==> config.mk <==
export PLATFORM = sky130hd
export DESIGN_NAME = rgb_word_packer_flat
export DESIGN_NICKNAME = d
export VERILOG_FILES = /design/src/rtl/fractal_video_pkg.sv /design/src/rtl/rgb_word_packer_if.sv /design/src/rtl/axis_out_reg.sv /design/src/rtl/rgb_word_packer.sv /design/src/flat_wrapper.sv
export SDC_FILE = /design/constraint.sdc
export NUM_CORES = 1
export LEC_CHECK = 0
export CAP_MARGIN = 20
export CORE_AREA = 4 4 106 108
export DETAILED_ROUTE_END_ITERATION = 10
export DIE_AREA = 0 0 110 112
export PLACE_DENSITY = 0.71
export SYNTH_ARGS = -nofsm -noshare
export SYNTH_HDL_FRONTEND = slang
export SYNTH_SLANG_ARGS = --single-unit
export TNS_END_PERCENT = 20
==> constraint.sdc <==
create_clock -name aclk -period 1.6 [get_ports aclk]
set_input_delay 0.24 -clock aclk [delete_from_list [all_inputs] [get_ports aclk]]
set_output_delay 0.24 -clock aclk [all_outputs]
set_load 0.005 [all_outputs]
==> src/rtl/fractal_video_pkg.sv <==
// fractal_video_pkg
// Shared constants and types for the fractal pixel generator video path.
//   AXIS_DATA_W / AXIS_KEEP_W : width of the packed AXI4-Stream video word
//   PIXEL_BYTES               : bytes per RGB pixel
//   X_SIZE / Y_SIZE           : active frame geometry
//   pack_state_t              : packer FSM states
//   keep_for_count()          : low-lane tkeep mask for a residual byte count
package fractal_video_pkg;

    localparam int AXIS_DATA_W = 32;
    localparam int AXIS_KEEP_W = AXIS_DATA_W / 8;
    localparam int PIXEL_BYTES = 3;
    localparam int X_SIZE      = 640;
    localparam int Y_SIZE      = 480;

    typedef enum logic {
        PACK  = 1'b0,
        FLUSH = 1'b1
    } pack_state_t;

    // Mask with the lowest 'count' byte lanes set.
    function automatic logic [AXIS_KEEP_W-1:0] keep_for_count(input logic [1:0] count);
        logic [AXIS_KEEP_W-1:0] mask;
        case (count)
            2'd0:    mask = 4'h0;
            2'd1:    mask = 4'h1;
            2'd2:    mask = 4'h3;
            default: mask = 4'h7;
        endcase
        return mask;
    endfunction

endpackage

==> src/rtl/rgb_word_packer_if.sv <==
// rgb_word_packer_if
// Bundles the pixel input handshake and the AXI4-Stream video output of the
// RGB word packer.
//   r/g/b, valid, sof, eol    : pixel from the generator
//   in_stream_ready           : packer accepts the pixel this cycle
//   out_stream_t*             : packed 32-bit AXI4-Stream video word
//   misalign                  : one-cycle pulse, sof arrived with bytes pending
// Modports: master = pixel source / stream sink side, slave = the packer.
interface rgb_word_packer_if;
    import fractal_video_pkg::*;

    logic [7:0]             r;
    logic [7:0]             g;
    logic [7:0]             b;
    logic                   valid;
    logic                   sof;
    logic                   eol;
    logic                   in_stream_ready;

    logic [AXIS_DATA_W-1:0] out_stream_tdata;
    logic [AXIS_KEEP_W-1:0] out_stream_tkeep;
    logic                   out_stream_tlast;
    logic                   out_stream_tuser;
    logic                   out_stream_tvalid;
    logic                   out_stream_tready;

    logic                   misalign;

    modport master (
        output r, g, b, valid, sof, eol, out_stream_tready,
        input  in_stream_ready, out_stream_tdata, out_stream_tkeep,
               out_stream_tlast, out_stream_tuser, out_stream_tvalid, misalign
    );

    modport slave (
        input  r, g, b, valid, sof, eol, out_stream_tready,
        output in_stream_ready, out_stream_tdata, out_stream_tkeep,
               out_stream_tlast, out_stream_tuser, out_stream_tvalid, misalign
    );

endinterface

==> src/rtl/axis_out_reg.sv <==
// axis_out_reg
// Single-entry AXI4-Stream holding register.
//   aclk, areset          : clock, synchronous active-high reset
//   load, d_*             : word to capture (only honoured when can_load)
//   tready                : downstream accepts the held word
//   tdata/tkeep/tlast/tuser/tvalid : registered stream outputs
//   can_load              : register is empty or being drained this cycle
module axis_out_reg
    import fractal_video_pkg::*;
(
    input  logic                   aclk,
    input  logic                   areset,
    input  logic                   load,
    input  logic [AXIS_DATA_W-1:0] d_data,
    input  logic [AXIS_KEEP_W-1:0] d_keep,
    input  logic                   d_last,
    input  logic                   d_user,
    input  logic                   tready,
    output logic [AXIS_DATA_W-1:0] tdata,
    output logic [AXIS_KEEP_W-1:0] tkeep,
    output logic                   tlast,
    output logic                   tuser,
    output logic                   tvalid,
    output logic                   can_load
);

    // A drain and a load in the same cycle hand over without a bubble.
    assign can_load = !tvalid || tready;

    // Payload only changes on a load, so it stays frozen while stalled.
    always_ff @(posedge aclk) begin
        if (areset) begin
            tdata  <= '0;
            tkeep  <= '0;
            tlast  <= 1'b0;
            tuser  <= 1'b0;
            tvalid <= 1'b0;
        end else if (load && can_load) begin
            tdata  <= d_data;
            tkeep  <= d_keep;
            tlast  <= d_last;
            tuser  <= d_user;
            tvalid <= 1'b1;
        end else if (tready) begin
            tvalid <= 1'b0;
        end
    end

endmodule

==> src/rtl/rgb_word_packer.sv <==
// rgb_word_packer
// Packs 24-bit RGB pixels densely into 32-bit AXI4-Stream words, four pixels
// to three words, stream byte k on lane k mod 4.
//   PIXEL_ORDER_RGB : 0 = b,g,r byte order (b lowest), 1 = r,g,b
//   aclk, areset    : clock, synchronous active-high reset
//   bus             : pixel input handshake and AXIS video output (slave side)
// Unaligned line ends cost one FLUSH cycle that emits the leftover bytes.
module rgb_word_packer
    import fractal_video_pkg::*;
#(
    parameter bit PIXEL_ORDER_RGB = 1'b0
)
(
    input  logic               aclk,
    input  logic               areset,
    rgb_word_packer_if.slave   bus
);

    pack_state_t            state;
    logic [23:0]            res;
    logic [1:0]             n;
    logic                   pend_user;
    logic                   misalign_q;

    logic [23:0]            pix;
    logic [1:0]             n_eff;
    logic [47:0]            cat;
    logic                   tuser_now;
    logic                   accept;
    logic                   can_load;
    logic [AXIS_DATA_W-1:0] flush_data;

    logic                   load;
    logic [AXIS_DATA_W-1:0] ld_data;
    logic [AXIS_KEEP_W-1:0] ld_keep;
    logic                   ld_last;
    logic                   ld_user;

    // Pixel bytes in stream order, first stream byte in bits [7:0].
    assign pix = PIXEL_ORDER_RGB ? {bus.b, bus.g, bus.r} : {bus.r, bus.g, bus.b};

    // The n==0 && !eol case never produces a word, so it can be taken even
    // while the output register is stalled.
    assign bus.in_stream_ready = !areset && (state == PACK) &&
                                 (can_load || (n == 2'd0 && !bus.eol));
    assign accept       = bus.valid && bus.in_stream_ready;
    assign bus.misalign = misalign_q;

    // Byte-select mux: a sof pixel discards residual bytes and starts at
    // lane 0, otherwise it is appended after the n residual bytes.
    always_comb begin
        n_eff     = bus.sof ? 2'd0 : n;
        tuser_now = bus.sof || pend_user;
        case (n_eff)
            2'd0:    cat = {24'h0, pix};
            2'd1:    cat = {16'h0, pix, res[7:0]};
            2'd2:    cat = {8'h0, pix, res[15:0]};
            default: cat = {pix, res};
        endcase
        case (n)
            2'd1:    flush_data = {24'h0, res[7:0]};
            2'd2:    flush_data = {16'h0, res[15:0]};
            2'd3:    flush_data = {8'h0, res};
            default: flush_data = '0;
        endcase
    end

    // Selects what, if anything, goes into the output register this cycle.
    always_comb begin
        load    = 1'b0;
        ld_data = '0;
        ld_keep = '0;
        ld_last = 1'b0;
        ld_user = 1'b0;
        if (state == FLUSH) begin
            if (can_load) begin
                load    = 1'b1;
                ld_data = flush_data;
                ld_keep = keep_for_count(n);
                ld_last = 1'b1;
                ld_user = pend_user;
            end
        end else if (accept) begin
            if (n_eff != 2'd0) begin
                load    = 1'b1;
                ld_data = cat[31:0];
                ld_keep = 4'hF;
                ld_last = bus.eol && (n_eff == 2'd1);
                ld_user = tuser_now;
            end else if (bus.eol) begin
                load    = 1'b1;
                ld_data = {8'h0, pix};
                ld_keep = 4'h7;
                ld_last = 1'b1;
                ld_user = tuser_now;
            end
        end
    end

    // Residual store and PACK/FLUSH sequencing. A long line end leaves 1 or 2
    // bytes behind, which FLUSH sends once the output register frees up.
    always_ff @(posedge aclk) begin
        if (areset) begin
            state      <= PACK;
            res        <= '0;
            n          <= 2'd0;
            pend_user  <= 1'b0;
            misalign_q <= 1'b0;
        end else begin
            misalign_q <= accept && bus.sof && (n != 2'd0);
            case (state)
                PACK: begin
                    if (accept) begin
                        if (n_eff == 2'd0 && !bus.eol) begin
                            res       <= pix;
                            n         <= 2'd3;
                            pend_user <= tuser_now;
                        end else if (n_eff == 2'd0) begin
                            res       <= '0;
                            n         <= 2'd0;
                            pend_user <= 1'b0;
                        end else begin
                            res       <= {8'h0, cat[47:32]};
                            n         <= n_eff - 2'd1;
                            pend_user <= 1'b0;
                            if (bus.eol && n_eff != 2'd1) begin
                                state <= FLUSH;
                            end
                        end
                    end
                end
                FLUSH: begin
                    if (can_load) begin
                        res       <= '0;
                        n         <= 2'd0;
                        pend_user <= 1'b0;
                        state     <= PACK;
                    end
                end
                default: state <= PACK;
            endcase
        end
    end

    axis_out_reg u_out_reg (
        .aclk     (aclk),
        .areset   (areset),
        .load     (load),
        .d_data   (ld_data),
        .d_keep   (ld_keep),
        .d_last   (ld_last),
        .d_user   (ld_user),
        .tready   (bus.out_stream_tready),
        .tdata    (bus.out_stream_tdata),
        .tkeep    (bus.out_stream_tkeep),
        .tlast    (bus.out_stream_tlast),
        .tuser    (bus.out_stream_tuser),
        .tvalid   (bus.out_stream_tvalid),
        .can_load (can_load)
    );

endmodule

==> src/flat_wrapper.sv <==
// flat-port wrapper written by rule: the top's interface ports become plain ports
module rgb_word_packer_flat import fractal_video_pkg::*;
#(
    parameter bit PIXEL_ORDER_RGB = 1'b0
)
  (aclk, areset, bus_r, bus_g, bus_b, bus_valid, bus_sof, bus_eol, bus_out_stream_tready, bus_in_stream_ready, bus_out_stream_tdata, bus_out_stream_tkeep, bus_out_stream_tlast, bus_out_stream_tuser, bus_out_stream_tvalid, bus_misalign);
  rgb_word_packer_if bus_i ();
  input  logic aclk;
  input  logic areset;
  input wire logic [$bits(bus_i.r)-1:0] bus_r;
  input wire logic [$bits(bus_i.g)-1:0] bus_g;
  input wire logic [$bits(bus_i.b)-1:0] bus_b;
  input wire logic [$bits(bus_i.valid)-1:0] bus_valid;
  input wire logic [$bits(bus_i.sof)-1:0] bus_sof;
  input wire logic [$bits(bus_i.eol)-1:0] bus_eol;
  input wire logic [$bits(bus_i.out_stream_tready)-1:0] bus_out_stream_tready;
  output wire logic [$bits(bus_i.in_stream_ready)-1:0] bus_in_stream_ready;
  output wire logic [$bits(bus_i.out_stream_tdata)-1:0] bus_out_stream_tdata;
  output wire logic [$bits(bus_i.out_stream_tkeep)-1:0] bus_out_stream_tkeep;
  output wire logic [$bits(bus_i.out_stream_tlast)-1:0] bus_out_stream_tlast;
  output wire logic [$bits(bus_i.out_stream_tuser)-1:0] bus_out_stream_tuser;
  output wire logic [$bits(bus_i.out_stream_tvalid)-1:0] bus_out_stream_tvalid;
  output wire logic [$bits(bus_i.misalign)-1:0] bus_misalign;
  assign bus_i.r = bus_r;
  assign bus_i.g = bus_g;
  assign bus_i.b = bus_b;
  assign bus_i.valid = bus_valid;
  assign bus_i.sof = bus_sof;
  assign bus_i.eol = bus_eol;
  assign bus_i.out_stream_tready = bus_out_stream_tready;
  assign bus_in_stream_ready = bus_i.in_stream_ready;
  assign bus_out_stream_tdata = bus_i.out_stream_tdata;
  assign bus_out_stream_tkeep = bus_i.out_stream_tkeep;
  assign bus_out_stream_tlast = bus_i.out_stream_tlast;
  assign bus_out_stream_tuser = bus_i.out_stream_tuser;
  assign bus_out_stream_tvalid = bus_i.out_stream_tvalid;
  assign bus_misalign = bus_i.misalign;
  rgb_word_packer #(.PIXEL_ORDER_RGB(PIXEL_ORDER_RGB)) u_core (.aclk(aclk), .areset(areset), .bus(bus_i));
endmodule
==> run summary <==
CRITICAL PATH
--------------------------------------------------------------------------------
Crit path kind                                                         in -> reg
Buffers and inverters on the worst path                                        3
Largest delay contributor family on the critical path               buffers and inverters
Crit path required time                                                  1.84 ns
R2r worst-path depth                                                           7
Worst path max stage delay                                               0.50 ns
Endpoint class of the critical path                                         flop
Type of element launching the critical path                            input pin
Critical path data arrival time                                          1.91 ns
Critical Path, Cell by Cell                                         clkdlybuf4s50_1, nand2b_4, buf_6, a21o_1, o21ai_4, buf_12, a222oi_1, nor2_1
Levels on crit path                                                            8
Crit-path slowest cell                                              clkdlybuf4s50_1
Maximum fanout along the worst path                                            6

TIMING
--------------------------------------------------------------------------------
Unrepaired setup endpoints after global routing                              yes
Largest clock skew in the final design                                 0.0115 ns
Max-slew violations                                                            0
Worst Max-Slew Pin Slew                                                 0.411 ns
Normalized max-slew margin                                                 72.6%
Part of the cycle the worst path needs                                      104%
Min Tclk post-route                                                      1.66 ns
Final number of hold-violating endpoints                                       0
Final worst setup slack                                               -0.0645 ns
Setup violations, final                                                       23
Max frequency                                                            601 MHz
Setup_tns                                                              -0.507 ns

POWER AND IR DROP
--------------------------------------------------------------------------------
Final total power                                                        4.61 mW
Maximum ir drop on the vdd rail                                           557 uV
Static leakage                                                           2.11 nW
Areal power density over the cells                                   821 mW/mm^2

GLOBAL ROUTE
--------------------------------------------------------------------------------
Number of antenna violations at the first check in global routing              0
Vias in the first global route                                              3660
GRT Residual Overflow                                                          0
Total routing usage reported by global routing                             21.1%
Global-route wire length before repair                                  20000 um
Maximum number of pins on one net before global-route repair                  35

FLOORPLANNING
--------------------------------------------------------------------------------
Die span in x                                                             110 um
Starting utilization of the core area                                      34.4%
Cell Rows                                                                     37
Core Area                                                            0.0102 mm^2
I/O pin count                                                                 71
Die height                                                                112 um
Area enclosed by the die boundary                                    0.0123 mm^2

CLOCK NETWORK
--------------------------------------------------------------------------------
TritonCTS clock tree                                                       built
Clk pin slew, worst setup/hold paths                                     0.09 ns
Inserted Clock Buffers                                                         9
Number of clock sinks                                                         68
H-Tree Level Count                                                             3
CTS hold repair buffers                                                        0
Root buffer selected by CTS                                             clkbuf_8
Clock latency at the later pin of the worst-skew pair                    0.35 ns
Clock buffer depth                                                             2

SYNTHESIS
--------------------------------------------------------------------------------
Async S/R FF share, synth                                                     0%
Cell taking the most area after synthesis                                dfxtp_1
Synth cell count leaders                                            74 x nor2_1, 68 x dfxtp_1, 41 x a21oi_1
Predominant post-synthesis flop cell                                     dfxtp_1
Post-synthesis sequential area ratio                                       38.7%
Distinct cells, synth                                                         45
Most common cell in the netlist                                           nor2_1
Synthesized area per cell                                              8.22 um^2
Flops & latches, synth                                                        68
Number of warnings issued by yosys                                             0
Post-synthesis instance area                                        0.00352 mm^2
Number of synthesized flops with an enable pin                                 0
Area fraction of the dominant cell type after synthesis                    38.7%
Biggest area contributors in the synthesized netlist                dfxtp_1 39%, nor2_1 7.9%, a21oi_1 5.8%
Mapped Cells                                                                 428
Syn_nets                                                                     458

CELLS AND AREA
--------------------------------------------------------------------------------
Share of layout cells above drive strength 1                               31.0%
Synth-to-layout area growth                                                59.4%
Antenna cells                                                                  0
Fill cell count                                                              943
Number of nets in the layout                                                 599

JOB
--------------------------------------------------------------------------------
Reported max-cap violation count                                               0

STATUS
--------------------------------------------------------------------------------
Violations in the final reports                                     setup timing
Result of the run                                                   finished, violations left

PLACE
--------------------------------------------------------------------------------
Detailed placer's ending HPWL                                            9640 um
Placer's final routability congestion estimate                             0.894
Port-buffer cells                                                             70

ROUTING
--------------------------------------------------------------------------------
Via density per instance                                                    5.75
Routed wire length                                                      13900 um
Number of iterations in the first detailed-routing pass                        7
Post-detailed-route wirelength per cell                                  19.6 um
Number of remaining DRC errors                                                 0
Starting DRT DRC Count                                                       386
Final antenna-violating net count                                              0
Via count                                                                   4080

MIN PATH
--------------------------------------------------------------------------------
Cell depth of the worst min-delay path                                         2
Kind of path behind the tightest hold check                           reg -> reg

## timing repair
action | 4_1_cts | 5_1_grt
buffers inserted | 2 | 5
resized for setup | 25 | 44
pin swaps | 3 | 19
cloned | 0 | 4
setup endpoints to repair | 44 | 59
## tightest hold or removal path: stages, from the launching register on
cell	delay, ns
dfxtp_1	0.32
nand2_1	0.05
a21oi_1	0.05
## flip-flops by register name, indices dropped and copies added (netlist names)
register / cells
u_core.state: 1
u_core.res: 24
u_core.u_out_reg.tkeep: 4
u_core.u_out_reg.tlast: 1
u_core.bus.misalign: 1
u_core.n: 2
u_core.u_out_reg.tuser: 1
u_core.u_out_reg.tvalid: 1
u_core.u_out_reg.tdata: 32
u_core.pend_user: 1
## final cells by class
cell class	count	area, um^2	area share [%]
Multi-Input combinational cell	317	2180	38.9
Sequential cell	68	1370	24.4
Clock buffer	9	124	2.21
Timing Repair Buffer	169	1620	29.0
Inverter	4	15.0	0.268
Clock inverter	7	125	2.23
Tap cell	136	170	3.03
## path summary, 6_finish.rpt
kind                          startpoint                   endpoint  slack, ns
setup / recovery   bus_out_stream_tready              u_core.res[1]      -0.06
hold / removal    u_core.u_out_reg.tuser     u_core.u_out_reg.tuser       0.46
setup reg to reg             u_core.n[0]  u_core.u_out_reg.tdata[9]      -0.06
hold reg to reg   u_core.u_out_reg.tuser     u_core.u_out_reg.tuser       0.46
## cell families after synthesis
kind of cell / count (synthesis) / synth area share (%)
DFF: 68 / 38.7
AOI/OAI and AO/OA: 149 / 30.7
and+or+nand+nor: 146 / 18.4
buffers and inverters: 43 / 5.55
muxes: 22 / 6.69
## routing by layer
layer  global-route usage, %  wire, um
met3                    3.30      1010
met2                    33.4      6610
met4                    5.65       242
met5                       0         0
met1                    29.5      6030
## cells in the final DEF (no fill, tap or decap), drive strengths merged, types with 6 or more instances in the layout
cell type       n
buf            97
nor2           76
dfxtp          68
clkdlybuf4s50  66
a21oi          41
nand2          25
nor3           21
a22oi          20
a211oi         18
a22o           16
clkbuf         13
nand3          12
mux2           12
mux2i          10
a221oi          8
a2bb2oi         8
o22ai           7
o21ai           7
a222oi          6
## stage by stage
stage / cell area (um^2) / utilization (%) / hold slack (ns) / std cells / setup WS, ns
finish: 5610 / 54.8 / 0.464 / 710 / -0.0645
global placement: 4940 / 48.3 / 0.448 / 684 / -0.436
detailed placement: 4940 / 48.3 / 0.452 / 684 / -0.489
global route: 5610 / 54.8 / 0.485 / 710 / -0.150
floorplan: 3530 / - / 0.388 / 428 / -0.0150
CTS: 5300 / 51.8 / 0.465 / 702 / -0.0485
## where the power goes
group / internal (mW) / leakage, nW / switching, mW
registers: 1.76 / 0.555 / 0.0511
clock network: 1.05 / 0.124 / 0.735
logic: 0.529 / 1.43 / 0.485
Note: power is estimated with default switching activity, not from simulation.
